## src/rtl/proc_multicycle_ctrl.sv

```systemverilog
// Multicycle control unit for TinyRV1: sequences fetch/decode/execute/memory
// over a shared-memory datapath and raises one retire pulse per instruction.
module proc_multicycle_ctrl #(
  parameter int unsigned MUL_CYCLES_MAX = 40
) (
  input  logic        clk,
  input  logic        rst,
  input  logic [31:0] inst,
  input  logic        br_eq,
  input  logic        mem_resp_val,
  input  logic        mul_done,
  output logic        mem_req_val,
  output logic        mem_wen,
  output logic        mem_addr_sel,
  output logic        ir_en,
  output logic        pc_en,
  output logic [1:0]  pc_sel,
  output logic [1:0]  imm_type,
  output logic        op2_sel,
  output logic        rf_wen,
  output logic [1:0]  wb_sel,
  output logic        mul_start,
  output logic        trace_val,
  output logic        halt
);

  localparam int unsigned CNT_W = (MUL_CYCLES_MAX < 2) ? 1 : $clog2(MUL_CYCLES_MAX);
  localparam logic [CNT_W-1:0] CNT_LAST = CNT_W'(MUL_CYCLES_MAX - 1);

  typedef enum logic [2:0] {S_FETCH, S_DECODE, S_EXEC, S_MUL, S_MEM, S_HALT} state_e;
  typedef enum logic [3:0] {
    OP_ADD, OP_ADDI, OP_MUL, OP_LW, OP_SW, OP_JAL, OP_JR, OP_BNE, OP_ILL
  } op_e;
  typedef enum logic [1:0] {PC_SEQ, PC_TGT, PC_RS1} pc_sel_e;
  typedef enum logic [1:0] {IMM_I, IMM_S, IMM_B, IMM_J} imm_e;
  typedef enum logic [1:0] {WB_ALU, WB_MEM, WB_MUL, WB_PC4} wb_e;

  typedef struct packed {
    logic    mem_req_val;
    logic    mem_wen;
    logic    mem_addr_sel;
    logic    ir_en;
    logic    pc_en;
    pc_sel_e pc_sel;
    imm_e    imm_type;
    logic    op2_sel;
    logic    rf_wen;
    wb_e     wb_sel;
    logic    mul_start;
    logic    trace_val;
    logic    halt;
  } ctrl_t;

  state_e           state_q, state_d;
  logic [CNT_W-1:0] mul_cnt_q, mul_cnt_d;
  op_e              op;
  ctrl_t            ctrl;

  logic [6:0]  opcode;
  logic [2:0]  funct3;
  logic [6:0]  funct7;
  logic [4:0]  rd;
  logic [11:0] imm_i;
  logic        unused_rs1;

  assign opcode     = inst[6:0];
  assign rd         = inst[11:7];
  assign funct3     = inst[14:12];
  assign funct7     = inst[31:25];
  assign imm_i      = inst[31:20];
  assign unused_rs1 = ^inst[19:15];

  always_comb begin
    op = OP_ILL;
    case (opcode)
      7'b0110011: begin
        if (funct3 == 3'b000 && funct7 == 7'b0000000)      op = OP_ADD;
        else if (funct3 == 3'b000 && funct7 == 7'b0000001) op = OP_MUL;
      end
      7'b0010011: if (funct3 == 3'b000) op = OP_ADDI;
      7'b0000011: if (funct3 == 3'b010) op = OP_LW;
      7'b0100011: if (funct3 == 3'b010) op = OP_SW;
      7'b1101111: op = OP_JAL;
      7'b1100111: if (funct3 == 3'b000 && rd == 5'd0 && imm_i == 12'd0) op = OP_JR;
      7'b1100011: if (funct3 == 3'b001) op = OP_BNE;
      default:    op = OP_ILL;
    endcase
  end

  always_comb begin
    // NOTE: every output and next-state value gets a default first so no path leaves one unassigned (no latches).
    ctrl      = '0;
    state_d   = state_q;
    mul_cnt_d = mul_cnt_q;

    case (state_q)
      S_FETCH: begin
        ctrl.mem_req_val = 1'b1;
        if (mem_resp_val) begin
          ctrl.ir_en = 1'b1;
          state_d    = S_DECODE;
        end
      end

      S_DECODE: begin
        case (op)
          OP_JAL: begin
            ctrl.imm_type  = IMM_J;
            ctrl.rf_wen    = 1'b1;
            ctrl.wb_sel    = WB_PC4;
            ctrl.pc_en     = 1'b1;
            ctrl.pc_sel    = PC_TGT;
            ctrl.trace_val = 1'b1;
            state_d        = S_FETCH;
          end
          OP_JR: begin
            ctrl.pc_en     = 1'b1;
            ctrl.pc_sel    = PC_RS1;
            ctrl.trace_val = 1'b1;
            state_d        = S_FETCH;
          end
          OP_MUL: begin
            ctrl.mul_start = 1'b1;
            mul_cnt_d      = '0;
            state_d        = S_MUL;
          end
          OP_ILL:  state_d = S_HALT;
          default: state_d = S_EXEC;
        endcase
      end

      S_EXEC: begin
        case (op)
          OP_ADD, OP_ADDI: begin
            ctrl.op2_sel   = (op == OP_ADDI);
            ctrl.imm_type  = IMM_I;
            ctrl.rf_wen    = 1'b1;
            ctrl.wb_sel    = WB_ALU;
            ctrl.pc_en     = 1'b1;
            ctrl.pc_sel    = PC_SEQ;
            ctrl.trace_val = 1'b1;
            state_d        = S_FETCH;
          end
          OP_BNE: begin
            ctrl.imm_type  = IMM_B;
            ctrl.pc_en     = 1'b1;
            ctrl.pc_sel    = br_eq ? PC_SEQ : PC_TGT;
            ctrl.trace_val = 1'b1;
            state_d        = S_FETCH;
          end
          OP_LW, OP_SW: begin
            ctrl.imm_type = (op == OP_SW) ? IMM_S : IMM_I;
            ctrl.op2_sel  = 1'b1;
            state_d       = S_MEM;
          end
          default: state_d = S_HALT;
        endcase
      end

      S_MUL: begin
        if (mul_done) begin
          ctrl.rf_wen    = 1'b1;
          ctrl.wb_sel    = WB_MUL;
          ctrl.pc_en     = 1'b1;
          ctrl.pc_sel    = PC_SEQ;
          ctrl.trace_val = 1'b1;
          state_d        = S_FETCH;
        end else if (mul_cnt_q == CNT_LAST) begin
          // The multiplier has had its full budget of MUL cycles.
          state_d = S_HALT;
        end else begin
          mul_cnt_d = mul_cnt_q + CNT_W'(1);
        end
      end

      S_MEM: begin
        ctrl.imm_type     = (op == OP_SW) ? IMM_S : IMM_I;
        ctrl.op2_sel      = 1'b1;
        ctrl.mem_req_val  = 1'b1;
        ctrl.mem_addr_sel = 1'b1;
        ctrl.mem_wen      = (op == OP_SW);
        if (mem_resp_val) begin
          if (op == OP_LW) begin
            ctrl.rf_wen = 1'b1;
            ctrl.wb_sel = WB_MEM;
          end
          ctrl.pc_en     = 1'b1;
          ctrl.pc_sel    = PC_SEQ;
          ctrl.trace_val = 1'b1;
          state_d        = S_FETCH;
        end
      end

      S_HALT:  ctrl.halt = 1'b1;
      default: state_d = S_HALT;
    endcase

    // Held in reset the state already reads FETCH; mask it so no request leaks out.
    if (!rst) ctrl = '0;
  end

  assign mem_req_val  = ctrl.mem_req_val;
  assign mem_wen      = ctrl.mem_wen;
  assign mem_addr_sel = ctrl.mem_addr_sel;
  assign ir_en        = ctrl.ir_en;
  assign pc_en        = ctrl.pc_en;
  assign pc_sel       = ctrl.pc_sel;
  assign imm_type     = ctrl.imm_type;
  assign op2_sel      = ctrl.op2_sel;
  assign rf_wen       = ctrl.rf_wen;
  assign wb_sel       = ctrl.wb_sel;
  assign mul_start    = ctrl.mul_start;
  assign trace_val    = ctrl.trace_val;
  assign halt         = ctrl.halt;

  always_ff @(posedge clk or negedge rst) begin
    if (!rst) begin
      state_q   <= S_FETCH;
      mul_cnt_q <= '0;
    end else begin
      // NOTE: state registers use non-blocking assignment so every flop samples pre-edge values.
      state_q   <= state_d;
      mul_cnt_q <= mul_cnt_d;
    end
  end

endmodule

```

## config.mk

```make
export PLATFORM = sky130hd
export DESIGN_NAME = proc_multicycle_ctrl
export DESIGN_NICKNAME = d
export VERILOG_FILES = /design/src/rtl/proc_multicycle_ctrl.sv
export SDC_FILE = /design/constraint.sdc
export NUM_CORES = 1
export LEC_CHECK = 0
export CAP_MARGIN = 20
export CORE_ASPECT_RATIO = 2
export CORE_MARGIN = 2
export CORE_UTILIZATION = 30
export CTS_CLUSTER_DIAMETER = 200
export DETAILED_ROUTE_END_ITERATION = 7
export DONT_BUFFER_PORTS = 1
export GPL_TIMING_DRIVEN = 0
export PLACE_DENSITY = 0.53
export RECOVER_POWER = 25
export SYNTH_ARGS = -nofsm -noshare
export SYNTH_HDL_FRONTEND = slang
export SYNTH_SLANG_ARGS = --single-unit
```

## constraint.sdc

```tcl
create_clock -name clk -period 3.9 [get_ports clk]
set_clock_uncertainty 0.2 [all_clocks]
set_input_delay 0.39 -clock clk [delete_from_list [all_inputs] [get_ports clk]]
set_output_delay 0.39 -clock clk [all_outputs]
set_load 0.05 [all_outputs]
```

Yosys cells after proc, flatten, opt, wreduce, memory -nomap -nowiden
Cells that the tools add are included.
{ "totals": {"ff_bits": 9, "input_bits": 37, "output_inout_bits": 16, "wordCells": 101} }
{ "classes": {"addsub": 1, "n_eq_ne": 30, "muxes": 49, "bitwise_logic": 1, "n_reduce_logical": 18} }
{ "op_table": {"columns": ["op", "count"], "rows": [
  ["3-bit 2-to-1 mux", 11],
  ["4-bit 2-to-1 mux", 7],
  ["4-bit one-hot mux with 7 select lines", 1],
  ["3-bit one-hot mux with 4 select lines", 2],
  ["7-bit equality test (second input constant)", 3],
  ["6-bit 2-to-1 mux", 3],
  ["3-bit one-hot mux with 2 select lines", 3],
  ["3-bit one-hot mux with 6 select lines", 1],
  ["4-bit by 3-bit equality test with 1-bit output (second input constant)", 4],
  ["16-bit 2-to-1 mux", 1],
  ["7-bit by 6-bit equality test with 1-bit output (second input constant)", 2],
  ["12-bit zero test", 1],
  ["6-bit one-hot mux with 2 select lines", 1],
  ["1-bit 2-to-1 mux", 11],
  ["3-bit by 2-bit equality test with 1-bit output (second input constant)", 3],
  ["3-bit one-hot mux with 3 select lines", 1],
  ["4-bit by 2-bit equality test with 1-bit output (second input constant)", 2],
  ["2-bit != test (second input constant)", 4],
  ["4-bit AND reduction", 2],
  ["2-bit OR reduction", 4],
  ["7-bit by 1-bit equality test with 1-bit output (second input constant)", 1],
  ["7-bit by 2-bit equality test with 1-bit output (second input constant)", 1],
  ["7-bit by 5-bit equality test with 1-bit output (second input constant)", 1],
  ["7-bit zero test", 1],
  ["other kinds (20)", 28]
]} }

Depth between registers and ports, before layout
Gate-level depths: netlist of the first run.
{ "logic_depth": {"ltp_word": 10, "ltp_mapped": 7} }

Worst setup path after synthesis of the first run
Ideal clock, no wire load.
{ "synth_path": {"path_type": "in2out", "startpoint": "input port inst[20]", "endpoint": "output port pc_sel[1]", "t_arrival_ns": 2.628, "required_time_ns": 3.310, "setup_slack_ns": 0.682, "path_stages": 4, "path_buffers": 0, "path_cell_list": "or4_1 nor3_2 nand3_1 nor4_1"} }
{ "synth_via": {"elab_chain_len": 8, "word_cells_on_any_way": 9, "classes_between": "eq/ne (2); mux (5); reduce/logical (2)"} }
{ "synth_lines": {"columns": ["element", "line", "source"], "rows": [
  ["from (decl)", "8", "input logic [31:0] inst,"],
  ["12-bit zero test *", "84", "7'b1100111: if (funct3 == 3'b000 && rd == 5'd0 && imm_i == 12'd0) op = OP_JR;"],
  ["1-bit logical AND *", "84", null],
  ["4-bit 2-to-1 mux *", "84", null],
  ["4-bit one-hot mux with 7 select lines *", "75", "case (opcode)"],
  ["4-bit by 3-bit equality test with 1-bit output", "106", "case (op)"],
  ["3-bit one-hot mux with 2 select lines *", "106", null],
  ["3-bit one-hot mux with 4 select lines *", "96", "case (state_q)"],
  ["16-bit 2-to-1 mux *", "199", "if (!rst) ctrl = '0;"],
  ["to (decl)", "17", "output logic [1:0] pc_sel,"]
]} }
Mark *: on every way between the ends. The rest lies on a longest branch, timed or not.

Final worst setup path of the first run
{ "layout_path": {"startpoint": "register state_q[1]", "endpoint": "output port imm_type[0]"} }
{ "layout_via": {"elab_chain_len": 3, "word_cells_on_any_way": 5, "classes_between": "eq/ne (3); mux (2)"} }
{ "layout_lines": {"columns": ["element", "line", "source"], "rows": [
  ["from (decl)", "54", "state_e state_q, state_d;"],
  ["from (signal assigned)", "222", "state_q <= state_d;"],
  ["3-bit equality test (tied with other cells)", "96", null],
  ["2-bit one-hot mux with 3 select lines *", "96", null],
  ["16-bit 2-to-1 mux *", "199", null],
  ["to (decl)", "18", "output logic [1:0] imm_type,"]
]} }
Marked as above.

==> flow_metrics.py, run 1 <==
metrics = {
    "pwr": {
        "sequentialPowerShare_pct": 28.1,
        "internal_power_w": 0.000229,
        "power.combinational.fraction_pct": 43.1,
        "cellPowerDensity_nw_per_um2": 318,
        "share_clk_of_total_power_pct": 28.8,
        "power_leakage_nw": 0.495,
        "switching_power_w": 0.000161,
        "power.total_w": 0.000390,
        "ir_drop_v": 0.000138,
        "netSwitchingFraction_pct": 41.3,
    },
    "worst_setup_path": {
        "cp-end-kind": "output pin",
        "worst_ep_arrival_time_ps": 2390,
        "cp_data_required_time_ps": 3310,
        "critical_path.max_fanout": 10,
        "timing_worst_setup_path_type": "reg2out",
        "setup.worst_path.start_class": "flip-flop",
    },
    "sta": {
        "whs_ps": 141,
        "report.final.setup_viol": 0,
        "max_freq_mhz": 336,
        "period_minus_slack_ps": 2980,
        "post-route-worst-setup-slack_ps": 924,
        "timing_max_transition_violations_final": 0,
        "period_share_pct": 76.3,
        "timing_worst_slew_pin_value_ps": 1050,
        "final-hold-violation-count": 0,
        "relSlewSlack_pct": 30.0,
        "setup_repair_after_global_routing_missed_its_margin": "false",
        "setup_tns_ps": 0,
    },
    "yosys": {
        "synth.cell_area_um2": 1080,
        "synthDominantCellAreaShare_pct": 20.9,
        "post_synth_inst_count": 135,
        "synth_nets": 173,
        "synth.top_cells.by_area": "sky130_fd_sc_hd__dfrtp_1 21%, sky130_fd_sc_hd__and3_1 5.2%, sky130_fd_sc_hd__nand2_1 3.8%",
        "yosysWarningCount": 0,
        "postSynth.asyncResetShare_pct": 100,
        "synth-main-ff-cell": "sky130_fd_sc_hd__dfrtp_1",
        "yosys_register_bits": 9,
        "post_synth_most_frequent_cells": "11 x sky130_fd_sc_hd__nand2_1, 11 x sky130_fd_sc_hd__nor2_1, 9 x sky130_fd_sc_hd__and3_1, 9 x sky130_fd_sc_hd__dfrtp_1, 7 x sky130_fd_sc_hd__nor3_1",
        "synth.avg_cell_area_um2": 7.98,
        "post_synth_edffs": 0,
        "yosys.cell_types.count": 53,
        "synth.largest_area_cell": "sky130_fd_sc_hd__dfrtp_1",
        "yosysSeqAreaShare_pct": 20.9,
    },
    "global_routing": {
        "grtUsageTotal_pct": 17.1,
        "global_route.overflow_total": 0,
        "grt_max_degree": 11,
        "grt_first_pass_wirelength_um": 5160,
        "grt_pass1_vias": 1127,
        "antenna_found_initial": 0,
    },
    "cts": {
        "numCtsBuffers": 3,
        "post-cts-setup-buffers": 0,
        "cts_hold_buf": 1,
        "worst_setup_hold_path_clk_slew_ps": 50,
        "cts.root.buffer_cell": "sky130_fd_sc_hd__clkbuf_8",
        "cts.path.max_buffers": 2,
        "cts_num_sinks": 9,
        "htree_levels": 1,
        "clk_latency_worst_skew_pair_ps": 240,
        "post_cts.resized_instances": 0,
        "cts_tree": "built",
    },
    "placement": {
        "place_hpwl_um": 2560,
        "routabilityCongestion": 0.868,
        "port_buffers": 0,
        "dpl_worst_slack_ps": 1010,
    },
    "hold_path": {
        "hp-class": "in2reg",
    },
    "route": {
        "drt-initial-drc-count": 35,
        "post_drt_wl_per_cell_um": 16.9,
        "detailedRoute.firstPassIterationCount": 4,
        "post_detailed_routing_wire_length_um": 3230,
        "drc": 0,
        "maxUsedRoutingLayer": "met4",
        "drt-vias-per-instance": 5.95,
        "route.met3.wl_um": 139,
        "remaining_number_of_nets_flagged_by_the_antenna_check_after_routing": 0,
        "drt-met1-wl_um": 1130,
        "route.vias.total": 1136,
        "dr_wl_met2_um": 1780,
    },
    "die": {
        "initial_standard_cell_utilization_of_the_core_pct": 31.5,
        "die_height_um": 88.7,
        "placement_rows": 30,
        "core_region_area_um2": 3420,
        "design.die.area_um2": 4120,
        "number_of_ports_placed_on_the_die_boundary": 53,
        "die_width_um": 46.4,
    },
    "final_layout": {
        "drive_above_1_share_pct": 18.2,
        "synthToLayoutAreaGrowth_pct": 13.8,
        "multi_input_area_um2": 802,
        "filler_cell_count": 367,
        "ant_cells": 0,
        "final_nets": 182,
        "area.sequential_um2": 225,
    },
    "run_status": {
        "run_status": "completed",
    },
    "run": {
        "drv_cap": 0,
    },
}
==> cells in the final DEF (no fill, tap or decap), drive strengths merged, types with 2 or more instances in the layout <==
cell,instances
a211oi,2
a21oi,6
and2,2
and3,10
and3b,2
and4,2
and4bb,2
buf,7
clkbuf,5
dfrtp,9
inv,5
mux2,2
nand2,11
nand2b,3
nand3,5
nand4,6
nand4b,2
nor2,11
nor2b,3
nor3,8
nor3b,2
nor4,3
o211ai,2
o21ai,4
o31ai,5
or4,2
xor2,4
==> flip-flops by register name, summed over array words and instances (netlist names) <==
| signal | count |
|---|---|
| state_q | 3 |
| mul_cnt_q | 6 |
==> layer usage <==
layer | global-route usage (%) | vias to the layer above
li1 | - | 539
met1 | 17.4 | 539
met2 | 29.5 | 45
met3 | 2.24 | 13
met4 | 13.0 | 0
met5 | 0 | -
==> power groups by stage <==
| stage | logic [W] | registers [W] | clock network [W] |
|---|---|---|---|
| finish | 0.000168 | 0.000109 | 0.000112 |
| global route | 0.000184 | 0.000111 | 0.000120 |
| CTS | 0.000168 | 0.000109 | 0.000111 |
| detailed placement | 0.000166 | 0.000110 | 0 |
| global placement | 0.000161 | 0.000110 | 0 |
| floorplan | 0.000138 | 0.000108 | 0 |
==> cell families after synthesis <==
kind of cell             synth area share [%]
AND/OR/NAND/NOR                          44.8
AO/OA/AOI/OAI                            20.6
buffers and inverters                    5.69
flip-flops                               20.9
XOR/XNOR                                 4.06
multiplexers                             2.79
adder cells (fa/ha/maj)                  1.16
==> final timing paths <==
check,start,endpoint,slack (ps),cells after the start
min in group asynchronous,rst,mul_cnt_q[4],330,1
worst min-delay path,mem_resp_val,state_q[0],140,2
worst max-delay path,state_q[1],imm_type[0],920,4
max in group asynchronous,rst,state_q[0],2870,1
worst min register to register,mul_cnt_q[5],mul_cnt_q[5],350,2
worst max register to register,state_q[1],mul_cnt_q[1],1870,6
==> through the flow <==
step / utilization, % / instance area (um^2) / cells
after floorplan: - / 1080 / 135
after global placement: 33.3 / 1140 / 183
after detailed placement: 34.3 / 1170 / 186
after CTS: 35.9 / 1230 / 191
after global routing: 35.9 / 1230 / 191
final: 35.9 / 1230 / 191
==> area by class of cell <==
| class | count | share of cell area (%) |
|---|---|---|
| flip-flops and latches | 9 | 18.4 |
| inverters | 5 | 1.53 |
| plain buffers | 5 | 3.47 |
| multi-input cells | 116 | 65.4 |
| repair buffers | 4 | 2.65 |
| well taps | 48 | 4.90 |
| clock buffers | 4 | 3.67 |
==> critical path: stages, from the launching register on <==
cell	delay, ps
sky130_fd_sc_hd__dfrtp_1	370
sky130_fd_sc_hd__buf_6	140
sky130_fd_sc_hd__nor3b_2	360
sky130_fd_sc_hd__nand4_1	360
sky130_fd_sc_hd__a21oi_1	920
(Power assumes the default switching activity.)
==> inputs of run 2 (changes only) <==
==> constraint.sdc (replaced) <==
create_clock -name clk -period 3 [get_ports clk]
set_clock_uncertainty 0.2 [all_clocks]
set_input_delay 0.3 -clock clk [delete_from_list [all_inputs] [get_ports clk]]
set_output_delay 0.3 -clock clk [all_outputs]
set_load 0.05 [all_outputs]
==> run 2 against run 1 <==
Effect of this change: sequential share of layout area unchanged; critical path type unchanged; hold slack lost 87 ps; power rose by 30%; design area unchanged; clock-buffer cell count unchanged; sequential cell count did not move; non-clock buffer count stayed put; global-route usage grew 0.11 points; die area unchanged; via count is 2.1% lower; clock power up 29%.
==> flow_metrics.py, run 2 (synthesis results as in run 1) <==
metrics = {
    "worst_setup_path": {
        "cp_data_required_time_ps": 2500,
        "timing_worst_setup_path_type": "reg2out",
        "worst-path-buf-inv": 1,
        "critical_path.max_fanout": 10,
        "crit-reg2reg-launch": "state_q[2]",
        "cp-end-kind": "output pin",
        "rrSetupSlack_ps": 960,
        "cp_cell_sequence": "clkbuf_1 -> nand2b_1 -> o31ai_1 -> a21oi_1 -> o21ai_1",
        "worst-r2r-cell-count": 6,
        "setup.worst_path.start_class": "flip-flop",
        "critical-path-top-delay-family": "compound AO/OA/AOI/OAI gates",
        "crit_slowest_cell": "sky130_fd_sc_hd__o21ai_1",
        "r2r-end": "state_q[0]",
        "max_stage_delay_ps": 770,
        "worst_ep_arrival_time_ps": 2360,
    },
    "placement": {
        "place_hpwl_um": 2680,
        "placedInstanceArea_um2": 1170,
        "routabilityCongestion": 0.845,
        "port_buffers": 0,
    },
    "run_status": {
        "run_status": "completed",
    },
    "route": {
        "route.vias.total": 1112,
        "post_drt_wl_per_cell_um": 17.4,
        "remaining_number_of_nets_flagged_by_the_antenna_check_after_routing": 0,
        "drc": 0,
        "detailedRoute.firstPassIterationCount": 4,
        "drt-vias-per-instance": 5.82,
        "post_detailed_routing_wire_length_um": 3320,
        "drt-initial-drc-count": 27,
    },
    "pwr": {
        "cellPowerDensity_nw_per_um2": 414,
        "ir_drop_v": 0.000186,
        "power_leakage_nw": 0.495,
    },
    "global_routing": {
        "met3_usage_pct": 2.24,
        "grtUsageTotal_pct": 17.2,
        "grt_first_pass_wirelength_um": 5250,
        "antenna_found_initial": 0,
        "global_route.usage.met2_pct": 32.7,
        "grt_max_degree": 11,
        "global_route.overflow_total": 0,
        "grt_pass1_vias": 1182,
        "global_route.peak_usage_layer": "met2",
        "met1_usage_pct": 16.2,
    },
    "final_layout": {
        "fin_area_um2": 1230,
        "filler_cell_count": 367,
        "drive_above_1_share_pct": 18.2,
        "synthToLayoutAreaGrowth_pct": 13.8,
        "ant_cells": 0,
        "final_nets": 182,
        "biggestRegsByFlops": "mul_cnt_q (6), state_q (3)",
        "most-common-layout-cells": "11 x sky130_fd_sc_hd__nor2_1, 11 x sky130_fd_sc_hd__nand2_1, 9 x sky130_fd_sc_hd__and3_1, 9 x sky130_fd_sc_hd__dfrtp_1",
        "largest_register": "mul_cnt_q",
        "largest_reg_flops": 6,
    },
    "cts": {
        "worst_setup_hold_path_clk_slew_ps": 50,
        "cts.root.buffer_cell": "sky130_fd_sc_hd__clkbuf_8",
        "numCtsBuffers": 3,
        "cts_num_sinks": 9,
        "htree_levels": 1,
        "post_cts.resized_instances": 0,
        "clk_latency_worst_skew_pair_ps": 230,
        "cts.path.max_buffers": 2,
        "cts_tree": "built",
    },
    "hold_path": {
        "timing.hold.worst.start": "mem_resp_val",
        "hp-class": "in2reg",
        "worst_hold_path.endpoint": "state_q[0]",
        "timing.hold.worst_path_depth": 2,
    },
    "sta": {
        "period_minus_slack_ps": 2860,
        "max_freq_mhz": 349,
        "report.final.setup_viol": 0,
        "timing_max_transition_violations_final": 0,
        "final-hold-violation-count": 0,
        "period_share_pct": 95.4,
        "timing_worst_slew_pin_value_ps": 1050,
        "relSlewSlack_pct": 30.1,
        "whs_ps": 54.3,
        "setup_repair_after_global_routing_missed_its_margin": "false",
    },
    "die": {
        "design.die.area_um2": 4120,
        "die_height_um": 88.7,
        "die_width_um": 46.4,
        "number_of_ports_placed_on_the_die_boundary": 53,
        "core_region_area_um2": 3420,
        "placement_rows": 30,
        "initial_standard_cell_utilization_of_the_core_pct": 31.5,
    },
    "run": {
        "drv_cap": 0,
    },
}
run 2: per-layer routing:
metal  vias to the layer above  wire length, um
met3                         8              137
met4                         0              129
met2                        34             1930
met5                         -                0
li1                        541                -
met1                       529             1120
run 2: stage by stage:
stage	total power, W	util (%)	worst slack, ps	setup TNS (ps)	std cells
after floorplan	0.000320	-	180	0	135
after global placement	0.000353	33.5	-102	-203	183
after detailed placement	0.000362	34.3	281	0	186
after CTS	0.000510	35.9	162	0	191
after global routing	0.000544	35.9	12.9	0	191
final	0.000508	35.9	138	0	191
run 2: area by class of cell:
| class | count | area (um^2) | share of cell area, % |
|---|---|---|---|
| clock buffer | 4 | 45.0 | 3.67 |
| buffer | 5 | 42.5 | 3.47 |
| tap | 48 | 60.1 | 4.90 |
| sequential | 9 | 225 | 18.4 |
| multi-input combinational | 116 | 802 | 65.4 |
| timing repair buffer | 4 | 32.5 | 2.65 |
| inverter | 5 | 18.8 | 1.53 |
run 2: worst max-delay path by stage:
stage	start	endpoint	slack, ps	cells past startpoint
after floorplan	inst[20]	pc_en	180	5
after global placement	inst[2]	pc_en	-100	6
after detailed placement	inst[2]	trace_val	280	6
after CTS	state_q[1]	imm_type[0]	160	4
after global routing	state_q[1]	imm_type[0]	10	4
final	state_q[2]	trace_val	140	5
run 2: power breakdown:
group	internal [W]	switching, W	total [W]
Clock	0.0000928	0.0000507	0.000144
Combinational	0.0000731	0.000150	0.000223
Sequential	0.000131	0.0000103	0.000142
Total	0.000297	0.000211	0.000508
run 2: repair_timing:
| action | 4_1_cts | 5_1_grt |
|---|---|---|
| hold buffers | 1 | 0 |
| setup buffers | 0 | 0 |
| setup endpoints to repair | 0 | 0 |
| endpoints found under the hold margin | 9 | 0 |
==> inputs of run 3 (changes only) <==
--- a/config.mk
+++ b/config.mk
@@ -13,6 +13,7 @@
 export DETAILED_ROUTE_END_ITERATION = 7
 export DONT_BUFFER_PORTS = 1
 export GPL_TIMING_DRIVEN = 0
+export HOLD_SLACK_MARGIN = 0.02
 export PLACE_DENSITY = 0.53
 export RECOVER_POWER = 25
 export SYNTH_ARGS = -nofsm -noshare
==> constraint.sdc (replaced) <==
create_clock -name clk -period 3 [get_ports clk]
set_clock_uncertainty 0.2 [all_clocks]
set_input_delay 0.45 -clock clk [delete_from_list [all_inputs] [get_ports clk]]
set_output_delay 0.45 -clock clk [all_outputs]
set_load 0.05 [all_outputs]
==> run 3 against run 2 <==
Effect of this change: critical path depth fell by 1; setup slack got worse by 110 ps; design area rose by 0.61%; global-route usage did not move; highest routed layer unchanged.
==> flow_metrics.py, run 3 (synthesis results as in run 1) <==
metrics = {
    "run_status": {
        "run_status": "completed",
    },
    "worst_setup_path": {
        "worst-r2r-cell-count": 6,
        "critical_path.max_fanout": 10,
        "cp_cell_sequence": "buf_6 -> nor3b_2 -> nand4_1 -> a21oi_1",
        "cp_data_required_time_ps": 2350,
        "setup.worst_path.start_class": "flip-flop",
        "max_stage_delay_ps": 890,
        "worst_ep_arrival_time_ps": 2320,
        "critical-path-top-delay-family": "compound AO/OA/AOI/OAI gates",
        "worstSetupPathDepth": 4,
        "cp-end-kind": "output pin",
        "crit_slowest_cell": "sky130_fd_sc_hd__a21oi_1",
        "worst-path-buf-inv": 1,
        "timing_worst_setup_path_type": "reg2out",
    },
    "sta": {
        "timing_max_transition_violations_final": 0,
        "whs_ps": 203,
        "max_freq_mhz": 337,
        "period_share_pct": 99.0,
        "setup_repair_after_global_routing_missed_its_margin": "true",
        "relSlewSlack_pct": 30.1,
        "report.final.setup_viol": 0,
        "period_minus_slack_ps": 2970,
        "final-hold-violation-count": 0,
        "timing_worst_slew_pin_value_ps": 1050,
    },
    "cts": {
        "numCtsBuffers": 3,
        "post-cts-setup-buffers": 0,
        "cts_num_sinks": 9,
        "worst_setup_hold_path_clk_slew_ps": 50,
        "cts.root.buffer_cell": "sky130_fd_sc_hd__clkbuf_8",
        "clk_latency_worst_skew_pair_ps": 230,
        "htree_levels": 1,
        "cts.path.max_buffers": 2,
        "cts_tree": "built",
    },
    "route": {
        "drt-vias-per-instance": 5.88,
        "post_detailed_routing_wire_length_um": 3350,
        "detailedRoute.firstPassIterationCount": 4,
        "remaining_number_of_nets_flagged_by_the_antenna_check_after_routing": 0,
        "drc": 0,
        "post_drt_wl_per_cell_um": 17.5,
        "drt-initial-drc-count": 27,
        "route.vias.total": 1123,
    },
    "die": {
        "core_region_area_um2": 3420,
        "die_height_um": 88.7,
        "number_of_ports_placed_on_the_die_boundary": 53,
        "placement_rows": 30,
        "die_width_um": 46.4,
        "design.die.area_um2": 4120,
        "initial_standard_cell_utilization_of_the_core_pct": 31.5,
    },
    "final_layout": {
        "most-common-layout-cells": "11 x sky130_fd_sc_hd__nor2_1, 11 x sky130_fd_sc_hd__nand2_1, 9 x sky130_fd_sc_hd__and3_1, 9 x sky130_fd_sc_hd__dfrtp_1",
        "layout.cells.non_filler": 191,
        "largest_reg_flops": 6,
        "largest_register": "mul_cnt_q",
        "biggestRegsByFlops": "mul_cnt_q (6), state_q (3)",
        "final_util_pct": 36.1,
        "final_nets": 182,
        "ant_cells": 0,
        "drive_above_1_share_pct": 19.6,
        "synthToLayoutAreaGrowth_pct": 14.5,
    },
    "global_routing": {
        "grtUsageTotal_pct": 17.2,
        "global_route.overflow_total": 0,
        "antenna_found_initial": 0,
        "grt_max_degree": 11,
        "grt_pass1_vias": 1182,
        "grt_first_pass_wirelength_um": 5250,
    },
    "hold_path": {
        "hp-class": "in2reg",
        "timing.hold.worst_path_depth": 2,
    },
    "placement": {
        "placed_instances": 186,
        "place_hpwl_um": 2680,
        "routabilityCongestion": 0.845,
        "port_buffers": 0,
    },
    "pwr": {
        "ir_drop_v": 0.000187,
        "power_leakage_nw": 0.499,
        "cellPowerDensity_nw_per_um2": 413,
    },
    "run": {
        "drv_cap": 0,
    },
}
[run 3: cell types whose count changed in the layout (fill, tap and decap cells not counted)]
cell / delta
sky130_fd_sc_hd__o21ai_1: -2
sky130_fd_sc_hd__o21ai_2: +2
[run 3: metal layers]
layer,part of all wire (%),global-route usage [%],vias up
met2,58,32.7,34
met5,0,0,-
li1,-,-,540
met1,34,16.2,541
met3,4.1,2.24,8
met4,3.9,9.61,0
[run 3: stage by stage]
| stage | area [um^2] | TNS (ps) | total power, W | setup slack [ps] |
|---|---|---|---|---|
| after global placement | 1140 | -996 | 0.000353 | -402 |
| after CTS | 1230 | -57.1 | 0.000510 | -29.6 |
| final | 1230 | 0 | 0.000510 | 30.1 |
| after floorplan | 1080 | -240 | 0.000320 | -120 |
| after global routing | 1230 | -273 | 0.000546 | -137 |
| after detailed placement | 1170 | -36.7 | 0.000362 | -18.5 |
[run 3: what timing repair did]
| item | CTS | global route |
|---|---|---|
| hold endpoints to repair | 9 | 0 |
| gates resized for setup | 0 | 2 |
| hold buffers | 1 | 0 |
| setup endpoints to repair | 2 | 4 |
| cloned | 0 | 0 |
[run 3: worst paths after layout]
path | startpoint | endpoint | slack [ps]
max in group asynchronous | rst | mul_cnt_q[1] | 1920
setup / recovery | state_q[1] | imm_type[0] | 30
min in group asynchronous | rst | mul_cnt_q[5] | 390
hold / removal | mem_resp_val | state_q[0] | 200
hold reg to reg | mul_cnt_q[1] | mul_cnt_q[1] | 350
setup reg to reg | state_q[2] | state_q[0] | 960
[run 3: layout make-up]
| type | instances | area (um^2) |
|---|---|---|
| repair buffers | 4 | 32.5 |
| multi-input cells | 116 | 810 |
| fillers | 366 | 2180 |
| inverters | 5 | 18.8 |
| clock buffers | 4 | 45.0 |
| flip-flops and latches | 9 | 225 |
| well taps | 48 | 60.1 |
| plain buffers | 5 | 42.5 |
[run 3: report_power, final]
group | total, W | switching, W | internal, W
registers | 0.000142 | 0.0000105 | 0.000131
clock network | 0.000144 | 0.0000507 | 0.0000928
logic | 0.000224 | 0.000151 | 0.0000735
total | 0.000510 | 0.000212 | 0.000298
[run 3: worst reg2reg max path, cell delays in order, from the launching register on]
cell and delay, ps:
sky130_fd_sc_hd__dfrtp_1 390, sky130_fd_sc_hd__clkbuf_1 220, sky130_fd_sc_hd__nor2b_1 200, sky130_fd_sc_hd__a211oi_1 100
sky130_fd_sc_hd__a311o_1 340, sky130_fd_sc_hd__a211oi_1 320, sky130_fd_sc_hd__a31oi_1 130
